$ cat config.mk
export PLATFORM = sky130hd
export DESIGN_NAME = thor2024_fetch_buffer
export DESIGN_NICKNAME = d
export VERILOG_FILES = /design/src/rtl/thor2024_fetch_buffer.sv
export SDC_FILE = /design/constraint.sdc
export NUM_CORES = 1
export LEC_CHECK = 0
export BUFFER_PORTS_ARGS = -buffer_cell sky130_fd_sc_hd__buf_2
export CAP_MARGIN = 10
export CORE_UTILIZATION = 50
export DETAILED_ROUTE_END_ITERATION = 10
export PLACE_DENSITY = 0.82
export SLEW_MARGIN = 10
export SYNTH_ARGS = -nofsm -noshare
export SYNTH_HDL_FRONTEND = slang
export SYNTH_SLANG_ARGS = --single-unit
$ cat constraint.sdc
create_clock -name clk -period 36.3 [get_ports clk]
set_input_delay 1.815 -clock clk [delete_from_list [all_inputs] [get_ports clk]]
set_output_delay 1.815 -clock clk [all_outputs]
set_load 0.01 [all_outputs]
$ cat src/rtl/thor2024_fetch_buffer.sv
// Double-pair fetch buffer: holds P0 (A,B) and P1 (C,D), presents the
// current pair to dispatch and stomps younger slots on backward branches.
//
// Ports:
//   clk, rst            clock, synchronous active-high reset
//   fetch_v/pc/insn0/1  fetched pair from the I-cache
//   fetch_ack           pair loaded this cycle (PC register advances on it)
//   deq_cnt             instructions taken from the current pair (0..2)
//   branchmiss          flush every slot
//   fetchbuf            current pair select (0=P0, 1=P1)
//   fetchbufA_v..D_v    per-slot valid
//   backbrA..D          slot valid and holding a backward branch
//   fb0_*, fb1_*        first/second slot of the current pair
//   branchback, backpc  backward branch in current pair and its target
//   did_branchback      stomp already done for the current pair
module thor2024_fetch_buffer #(
  parameter int         PC_W       = 32,
  parameter int         INSN_W     = 40,
  parameter int         INSN_BYTES = 5,
  parameter logic [6:0] BR_LO      = 7'h28,
  parameter logic [6:0] BR_HI      = 7'h2F,
  parameter int         DISP_LSB   = 25
) (
  input  logic              clk,
  input  logic              rst,
  input  logic              fetch_v,
  input  logic [PC_W-1:0]   fetch_pc,
  input  logic [INSN_W-1:0] fetch_insn0,
  input  logic [INSN_W-1:0] fetch_insn1,
  output logic              fetch_ack,
  input  logic [1:0]        deq_cnt,
  input  logic              branchmiss,
  output logic              fetchbuf,
  output logic              fetchbufA_v,
  output logic              fetchbufB_v,
  output logic              fetchbufC_v,
  output logic              fetchbufD_v,
  output logic              backbrA,
  output logic              backbrB,
  output logic              backbrC,
  output logic              backbrD,
  output logic              fb0_v,
  output logic [PC_W-1:0]   fb0_pc,
  output logic [INSN_W-1:0] fb0_insn,
  output logic              fb1_v,
  output logic [PC_W-1:0]   fb1_pc,
  output logic [INSN_W-1:0] fb1_insn,
  output logic              branchback,
  output logic [PC_W-1:0]   backpc,
  output logic              did_branchback
);

  localparam int DISP_W = INSN_W - DISP_LSB;

  logic [PC_W-1:0]   a_pc, b_pc, c_pc, d_pc;
  logic [INSN_W-1:0] a_insn, b_insn, c_insn, d_insn;

  function automatic logic is_bb(
    input logic [INSN_W-1:0] i
  );
    return (i[6:0] >= BR_LO) &&
           (i[6:0] <= BR_HI) &&
           i[INSN_W-1];
  endfunction

  function automatic logic [PC_W-1:0] tgt(
    input logic [PC_W-1:0]   pc,
    input logic [INSN_W-1:0] i
  );
    return pc + {{(PC_W-DISP_W){i[INSN_W-1]}},
                 i[INSN_W-1:DISP_LSB]};
  endfunction

  assign backbrA = fetchbufA_v & is_bb(a_insn);
  assign backbrB = fetchbufB_v & is_bb(b_insn);
  assign backbrC = fetchbufC_v & is_bb(c_insn);
  assign backbrD = fetchbufD_v & is_bb(d_insn);

  assign fb0_v    = fetchbuf ? fetchbufC_v : fetchbufA_v;
  assign fb0_pc   = fetchbuf ? c_pc : a_pc;
  assign fb0_insn = fetchbuf ? c_insn : a_insn;
  assign fb1_v    = fetchbuf ? fetchbufD_v : fetchbufB_v;
  assign fb1_pc   = fetchbuf ? d_pc : b_pc;
  assign fb1_insn = fetchbuf ? d_insn : b_insn;

  logic bb0, bb1;
  assign bb0 = fetchbuf ? backbrC : backbrA;
  assign bb1 = fetchbuf ? backbrD : backbrB;

  assign branchback = bb0 | bb1;
  assign backpc = bb0 ? tgt(fb0_pc, fb0_insn)
                      : tgt(fb1_pc, fb1_insn);

  // Oldest backward branch in the current pair wins; everything
  // younger than it is discarded once per pair.
  logic stomp0, stomp1, stomp;
  assign stomp0 = bb0 & ~did_branchback;
  assign stomp1 = ~bb0 & bb1 & ~did_branchback;
  assign stomp  = stomp0 | stomp1;

  logic p0_empty, p1_empty;
  assign p0_empty = ~fetchbufA_v & ~fetchbufB_v;
  assign p1_empty = ~fetchbufC_v & ~fetchbufD_v;

  // A stomp needs a valid current slot, so any fill then
  // would land in the other pair being discarded.
  assign fetch_ack = fetch_v & ~branchmiss & ~stomp &
                     (p0_empty | p1_empty);

  logic load0, load1;
  assign load0 = fetch_ack & p0_empty;
  assign load1 = fetch_ack & ~p0_empty;

  // deq_cnt=1 takes the first valid slot; 2 or more clamps to both.
  logic clr0, clr1;
  assign clr0 = |deq_cnt;
  assign clr1 = deq_cnt[1] |
                ((deq_cnt == 2'd1) & ~fb0_v) |
                stomp0;

  logic a_n, b_n, c_n, d_n;
  assign a_n = (fetchbufA_v & ~(fetchbuf ? stomp : clr0)) | load0;
  assign b_n = (fetchbufB_v & ~(fetchbuf ? stomp : clr1)) | load0;
  assign c_n = (fetchbufC_v & ~(fetchbuf ? clr0 : stomp)) | load1;
  assign d_n = (fetchbufD_v & ~(fetchbuf ? clr1 : stomp)) | load1;

  logic cur_empty_n, oth_busy_n, toggle;
  assign cur_empty_n = fetchbuf ? ~(c_n | d_n) : ~(a_n | b_n);
  assign oth_busy_n  = fetchbuf ? (a_n | b_n) : (c_n | d_n);
  assign toggle      = cur_empty_n & oth_busy_n;

  always_ff @(posedge clk) begin
    if (rst | branchmiss) begin
      fetchbufA_v    <= 1'b0;
      fetchbufB_v    <= 1'b0;
      fetchbufC_v    <= 1'b0;
      fetchbufD_v    <= 1'b0;
      fetchbuf       <= 1'b0;
      did_branchback <= 1'b0;
    end else begin
      fetchbufA_v <= a_n;
      fetchbufB_v <= b_n;
      fetchbufC_v <= c_n;
      fetchbufD_v <= d_n;
      if (toggle)
        fetchbuf <= ~fetchbuf;
      // Any empty current pair means the next one is a fresh pair.
      did_branchback <= ~cur_empty_n &
                        (did_branchback | stomp);
    end
  end

  always_ff @(posedge clk) begin
    if (load0) begin
      a_pc   <= fetch_pc;
      a_insn <= fetch_insn0;
      b_pc   <= fetch_pc + PC_W'(INSN_BYTES);
      b_insn <= fetch_insn1;
    end
    if (load1) begin
      c_pc   <= fetch_pc;
      c_insn <= fetch_insn0;
      d_pc   <= fetch_pc + PC_W'(INSN_BYTES);
      d_insn <= fetch_insn1;
    end
  end

endmodule

After elaboration in Yosys (flattened, before gate mapping)
Cells that the tools add are included.
{"block": "classes", "bitwise": 52, "addsub": 3, "n_eq_ne": 1, "magnitude_cmp": 8, "mux": 15, "n_reduce_logical": 9}
{"operator": "$mux 32", "n": 3}
{"operator": "$mux 40", "n": 2}
{"operator": "$add 32x32->32", "n": 2}
{"operator": "$add 32x3->32 const B", "n": 1}
{"operator": "$ge 7x6->1 const B", "n": 4}
{"operator": "$le 7x6->1 const B", "n": 4}
{"operator": "$and 1x1->1", "n": 21}
{"operator": "$not 1->1", "n": 18}
{"operator": "$or 1x1->1", "n": 13}
{"operator": "$mux 1", "n": 10}
{"operator": "$logic_and 1x1->1", "n": 8}
{"operator": "$eq 2x1->1 const B", "n": 1}
{"operator": "$reduce_or 2->1", "n": 1}
{"block": "word_totals", "inputBits": 118, "reg_bits": 294}

Logic depth before layout (Yosys ltp)
Gate-level depths: netlist of run 1.
{"block": "logic_depth", "depth_word": 19, "mapped_depth": 18}

Worst setup path before layout of run 1
OpenSTA, ideal clock, no wires.
{"block": "synth_path", "kind": "input to register", "startpoint": "in branchmiss", "endpoint": "reg fetchbuf", "setup_ps": 110, "arrival_ps": 12892, "required_time_ps": 36190, "path_slack_ps": 23298, "path_stages": 6, "path_cell_list": "or3b_4 nor3_1 a21oi_1 nand2b_1 maj3_2 nor3_2"}
{"block": "synth_via", "elab_chain_cells": 10, "word_cells_on_any_way": 18, "classes_between": "mux (2); bitwise (16)"}
{"element": "from (decl)", "line_no": "32", "source": "input logic branchmiss,"}
{"element": "$not 1->1 *", "line_no": "107", "source": "assign fetch_ack = fetch_v & ~branchmiss & ~stomp &"}
{"element": "$and 1x1->1 * (3 in series)", "line_no": "107"}
{"element": "$and 1x1->1 *", "line_no": "111", "source": "assign load0 = fetch_ack & p0_empty;"}
{"element": "net load0", "line_no": "110", "source": "logic load0, load1;"}
{"element": "$or 1x1->1 (on tied branches)", "line_no": "122, 123"}
{"element": "$or 1x1->1 *", "line_no": "128, 129"}
{"element": "$not 1->1", "line_no": "128", "source": "assign cur_empty_n = fetchbuf ? ~(c_n | d_n) : ~(a_n | b_n);"}
{"element": "$mux 1", "line_no": "128"}
{"element": "$and 1x1->1 *", "line_no": "130", "source": "assign toggle = cur_empty_n & oth_busy_n;"}
{"element": "to (signal assigned)", "line_no": "146", "source": "fetchbuf <= ~fetchbuf;"}
{"element": "to (decl)", "line_no": "33", "source": "output logic fetchbuf,"}
Mark *: on every way through the listed nets, which the timed path passes. The rest lies on a longest branch.
A chain may end at the register's enable or synchronous reset.

Worst setup path in the final report of run 1
{"block": "layout_path", "startpoint": "reg fetchbuf", "endpoint": "out backpc[30]"}
{"block": "layout_via", "elab_chain_cells": 3, "word_cells_on_any_way": 8, "classes_between": "add/sub (2); mux (6)"}
{"element": "$mux 32 (tied with other cells)", "line_no": "83", "source": "assign fb1_pc = fetchbuf ? d_pc : b_pc;"}
{"element": "$add 32x32->32", "line_no": "70", "source": "return pc + {{(PC_W-DISP_W){i[INSN_W-1]}},"}
{"element": "$mux 32 *", "line_no": "91", "source": "assign backpc = bb0 ? tgt(fb0_pc, fb0_insn)"}
{"element": "to (decl)", "line_no": "49", "source": "output logic [PC_W-1:0] backpc,"}
Mark *: on every way between the ends. The rest lies on a longest branch, timed or not.

==> results.yml, run 1 <==
outcome:
  outcome: "completed"
timing:
  fmaxAchievable_mhz: 130.6
  setup_viol: 0
  fin_ws_ns: 28.64
  relSlewSlack_pct: 34.67
  setup_tns_ns: 0
  min_period_ns: 7.658
  worst_clock_skew_ns: 0.02142
  rsz0062_at_grt: "no"
  slew_viol_final: 0
  tightest_slew_ns: 0.9800
  min_period_over_period_pct: 21.10
  hold_viol_final: 0
synthesis:
  synth_edf_count: 288
  synth_top_area_share_pct: 58.92
  ys.warnings.count: 0
  synthArstFlopShare_pct: 0
  synth-main-ff-cell: "edfxtp_1"
  ys_seq_elements: 294
  synth_cell_types: 63
  avgSynthCellArea_um2: 13.83
  yosysMostFrequentCell: "edfxtp_1"
  synth_area_leader_cell: "edfxtp_1"
  ys_top_cells_by_area: "edfxtp_1, mux2_2, ha_1"
  seq_area_frac_synth_pct: 59.74
  syn-cell-area_um2: 14680
  synthCells: 1061
  syn_nets: 1244
  netlist_top_cells_count: "edfxtp_1, mux2_2, ha_1"
drt:
  wire_per_inst_um: 19.45
  wirelength_um: 34870
  drt_iter0_markers: 739
  ant_nets: 0
  drc: 0
  viasPerCell: 5.539
  vias: 9932
  dr.pass1.iters: 5
finish:
  nets: 1566
  synthToLayoutAreaGrowth_pct: 20.98
  layout-drive-gt1-share_pct: 37.88
  fin_area_um2: 17760
die:
  core_um2: 28780
  fp.dieW_um: 173.3
  placementRows: 62
  die_area_um2: 30050
  io_pins: 308
  start_util_pct: 51.00
  die_height_um: 173.3
placed_design:
  placed_area_um2: 16670
  pre_cts_ws_ns: 29.18
  place.gp.congestion: 0.9000
  numPortBuffers: 307
  hpwl_um: 25510
clock_tree:
  cts.sinks: 294
  post-cts-setup-buffers: 0
  path_clk_slew_ns: 0.06
  postCtsHoldBufs: 0
  cts_tree: "built"
  cts_made_buffers: 31
  cts_root_buf: "clkbuf_16"
  clock_path_buffers: 3
  h-tree-depth: 1
  cts_resized: 0
  clk_latency_ns: 0.58
global_route:
  track_usage_pct: 22.65
  grt_pass1_wl_um: 53410
  grt_max_degree: 70
  overflow: 0
  first_global_vias: 9870
  antenna_found_initial: 2
min_path:
  hold_path.class: "reg2reg"
  hold_end: "did_branchback"
  holdPathStages: 2
  min-delay-start: "did_branchback"
pwr:
  swShare_pct: 24.32
  report.power.total_mw: 0.8365
  power.internal_mw: 0.6331
  peakVddDrop_mv: 0.04250
  power_leakage_nw: 6.824
  cellPowerDensity_nw_per_um2: 47.11
  switchingPower_mw: 0.2035
  p_seq_share_pct: 46.4
  comb_power_share_pct: 14.4
  p_clk_share_pct: 39.2
worst_setup_path:
  r2r-start: "fetchbuf"
  path_max_fanout: 68
  r2r-end: "c_pc[3]"
  cp.arrival_ns: 5.84
  r2r_cells: 6
  cp.required_ns: 34.49
  cp-end-kind: "output pin"
  startpoint_type: "flip-flop"
  r2r_slack_ns: 31.43
  critical_path_class: "reg2out"
flow_run:
  cap_violations: 0
-- metrics by stage --
step	util [%]	instances	hold slack, ns
final	61.70	1793	0.6205
after detailed placement	57.94	1734	0.6030
after global placement	57.94	1734	0.5726
after floorplan	-	1061	0.5723
after CTS	61.68	1791	0.6082
after global routing	61.70	1793	0.6546
-- cells in the final DEF (no fill, tap or decap), types with 4 or more instances in the layout --
master,synthesis,layout
buf_2,0,307
edfxtp_1,288,288
mux2_2,144,144
ha_1,63,63
xnor2_1,54,54
a21oi_1,50,50
nand2_1,48,48
nor2_1,46,46
o21ai_0,43,43
inv_1,32,32
clkbuf_16,0,31
nand3_1,29,29
xor2_1,25,25
a21o_1,22,22
and3_1,19,19
nor3_1,13,12
a211oi_1,12,12
o21a_1,11,11
o21ai_1,11,11
nand2b_1,11,11
mux2i_1,10,10
o21bai_1,9,9
nor2b_1,8,8
buf_4,0,8
o31ai_1,7,7
nand4_1,6,6
o211ai_1,6,6
clkbuf_8,0,6
and2_1,5,5
a211o_1,5,5
a31oi_1,5,5
clkbuf_1,18,5
clkinv_2,0,5
dfxtp_1,6,5
bufinv_16,0,4
-- how the worst max path moves through the flow --
stage                from    endpoint  slack (ns)  cells after the start
2_1_floorplan  branchmiss    fetchbuf       23.30                      6
5_1_grt          fetchbuf  backpc[31]       28.22                     16
4_1_cts          fetchbuf  backpc[31]       28.58                     16
3_3_place_gp     fetchbuf  backpc[30]       29.25                     17
6_report         fetchbuf  backpc[30]       28.64                     17
3_5_place_dp     fetchbuf  backpc[31]       29.18                     16
-- kinds of logic after synthesis --
kind of cell	Yosys count	share of synthesized area, %
flops	294	59.74
xor+xnor	80	4.867
mux	154	11.73
buf+inv	59	1.509
simple gates	207	7.178
fa+ha+maj	66	5.720
compound gates	201	9.258
-- power by group through the flow --
| stage | clock network (mW) | registers, mW | logic, mW |
|---|---|---|---|
| after global placement | 0 | 0.395 | 0.117 |
| final | 0.328 | 0.388 | 0.120 |
| after CTS | 0.334 | 0.388 | 0.120 |
| after detailed placement | 0 | 0.395 | 0.119 |
| after floorplan | 0 | 0.397 | 0.0755 |
| after global routing | 0.346 | 0.389 | 0.131 |
-- worst max-delay path, cell delays in order, from the launching register on --
cell      delay, ns
dfxtp_4        0.93
buf_4          0.74
mux2_2         0.42
ha_1           0.23
inv_1          0.08
fa_1           0.20
nor2b_1        0.07
o31ai_1        0.41
o21ai_1        0.17
o21ai_1        0.29
a21oi_1        0.17
a31oi_1        0.35
o21ai_1        0.17
a2111o_1       0.39
a31oi_1        0.21
xor2_1         0.16
mux2i_1        0.09
buf_2          0.16
-- layout make-up --
type	instances	area [µm²]
fillers	2175	11020
well taps	384	480.5
flip-flops and latches	294	8772
clock buffers	42	877.1
diodes	2	5.005
repair buffers	315	1597
clock inverters	15	200.2
multi-input cells	708	5702
inverters	33	123.9
-- registers in the layout, summed over array words and instances (netlist names), 32 cells and up --
register  cells
a_insn       40
b_insn       40
c_insn       40
d_insn       40
a_pc         32
b_pc         32
c_pc         32
d_pc         32
-- per-layer routing --
layer	vias to the layer above	share of wire, %	GRT usage (%)
met2	311	50	39.68
li1	4719	-	-
met3	56	6.6	4.737
met4	0	2.7	7.080
met1	4846	41	28.01
met5	-	0	0
No activity file was read; power rests on OpenSTA's default activity.
==> run 2, diff against run 1 <==
==> constraint.sdc (replaced) <==
create_clock -name clk -period 7.4 [get_ports clk]
set_input_delay 0.37 -clock clk [delete_from_list [all_inputs] [get_ports clk]]
set_output_delay 0.37 -clock clk [all_outputs]
set_load 0.01 [all_outputs]
==> run 2 against run 1 <==
Sequential cell count did not move. Die area unchanged. Register-to-register slack got worse by 28 ns. Clock-buffer cell count is the same. Largest power group unchanged.
==> results.yml, run 2 (synthesis gave the netlist of run 1 again) <==
worst_setup_path:
  crit_slowest_cell: "dfxtp_4"
  cp.arrival_ns: 5.51
  r2r-start: "fetchbufA_v"
  path_cells: "buf_4 > mux2_2 > ha_1 > and4_1 > and3_1 > a31oi_1 > o221ai_2 > o41ai_4 > o211ai_1 > a21oi_1 > a21oi_1 > nor2_1 > xnor3_1 > mux2_2 > buf_2"
  cp.required_ns: 7.03
  r2r-end: "c_pc[13]"
  r2r_cells: 9
  cp-end-kind: "output pin"
  cp_slowest_stage_delay_ns: 0.80
  r2r_slack_ns: 3.43
  critical_path_class: "reg2out"
  startpoint_type: "flip-flop"
  startpoint: "fetchbuf"
  path_max_fanout: 49
timing:
  setup_tns_ns: 0
  slew_viol_final: 0
  hold_slack_ns: 0.03868
  relSlewSlack_pct: 32.89
  fin_ws_ns: 1.522
  rsz0062_at_grt: "no"
  tightest_slew_ns: 1.007
  min_period_over_period_pct: 79.43
  setup_viol: 0
  hold_viol_final: 0
  min_period_ns: 5.878
  fmaxAchievable_mhz: 170.1
  worst_clock_skew_ns: 0.01046
clock_tree:
  cts_made_buffers: 30
  cts_tree: "built"
  clk_latency_ns: 0.56
  cts_root_buf: "clkbuf_16"
  clock_path_buffers: 3
  h-tree-depth: 1
  cts.sinks: 294
  path_clk_slew_ns: 0.06
  post-cts-setup-buffers: 0
placed_design:
  place.gp.congestion: 0.8748
  pre_cts_ws_ns: 2.210
  hpwl_um: 25720
  numPortBuffers: 307
drt:
  viasPerCell: 5.568
  wirelength_um: 37420
  drt_iter0_markers: 700
  drc: 0
  dr.pass1.iters: 5
  wire_per_inst_um: 19.97
  ant_nets: 0
  vias: 10434
flow_run:
  cap_violations: 0
die:
  die_height_um: 173.3
  placementRows: 62
  fp.dieW_um: 173.3
  io_pins: 308
  core_um2: 28780
  die_area_um2: 30050
  start_util_pct: 51.00
global_route:
  track_usage_pct: 24.43
  overflow: 0
  grt_pass1_wl_um: 58280
  first_global_vias: 10747
  antenna_found_initial: 3
  grt_max_degree: 72
pwr:
  p_clk_share_pct: 37.5
  switchingPower_mw: 1.004
  power.internal_mw: 3.054
  swShare_pct: 24.74
  p_seq_share_pct: 46.9
  peakVddDrop_mv: 0.2195
  report.power.total_mw: 4.057
  cellPowerDensity_nw_per_um2: 219.4
  comb_power_share_pct: 15.5
  power_leakage_nw: 7.130
outcome:
  outcome: "completed"
min_path:
  min-delay-start: "fetch_insn1[35]"
  hold_end: "b_insn[35]"
  holdPathStages: 1
  hold_path.class: "in2reg"
finish:
  layout-drive-gt1-share_pct: 35.57
  synthToLayoutAreaGrowth_pct: 26.01
  final_common_cell: "buf_2"
  most-common-layout-cells: "buf_2, edfxtp_1, mux2_2"
  multi_input_area_um2: 5708
  utilization_pct: 64.26
  regArea_um2: 8772
  nFillCells: 2089
  nets: 1647
## run 2: cell types whose count changed in the layout (fill, tap and decap cells not counted), sizes merged
cell,previous run,this run
dlygate4sd3,0,80
buf,315,317
clkinvlp,3,1
bufinv,4,3
clkinv,7,8
diode,2,3
## run 2: power groups by stage
stage | logic (mW) | registers (mW) | clock network, mW
after floorplan | 0.371 | 1.94 | 0
after global placement | 0.572 | 1.94 | 0
after detailed placement | 0.587 | 1.94 | 0
after CTS | 0.625 | 1.90 | 1.55
after global routing | 0.684 | 1.91 | 1.61
final | 0.631 | 1.90 | 1.52
## run 2: per-layer routing
layer / up-vias / track usage (%) / part of all wire [%]
met3: 92 / 4.408 / 6.3
li1: 4887 / - / -
met5: - / 0 / 0
met1: 5076 / 30.07 / 40
met2: 379 / 42.69 / 50
met4: 0 / 9.329 / 3.5
## run 2: what timing repair did
action	4_1_cts	5_1_grt
gates resized for setup	0	0
hold buffers	80	0
hold endpoints to repair	157	0
## run 2: worst max-delay path by stage
stage / end / slack (ns) / cells past startpoint
finish: backpc[31] / 1.52 / 15
global route: backpc[31] / 1.31 / 15
CTS: backpc[31] / 1.59 / 15
detailed placement: backpc[31] / 2.21 / 15
global placement: backpc[30] / 2.32 / 15
floorplan: fetchbuf / 0.28 / 11
## run 2: worst max-delay path, delay by kind of cell, from the launching register on
family,cells,cell delay [ns]
simple gates,3,0.60
compound gates,6,1.51
buf+inv,2,0.68
mux,2,0.68
flops,1,0.80
xor+xnor,1,0.22
fa+ha+maj,1,0.41
## run 2: area by class of cell
cell class	count	share of cell area [%]
diodes	3	0.04059
flip-flops and latches	294	47.43
well taps	384	2.598
clock buffers	42	4.519
repair buffers	397	13.04
clock inverters	13	0.8389
inverters	33	0.6697
multi-input cells	708	30.86
## run 2: metrics by stage
step                      instance area (µm²)  instances
after floorplan                         14700       1061
after global placement                  16700       1736
after detailed placement                16700       1736
after CTS                               18490       1871
after global routing                    18500       1874
final                                   18500       1874
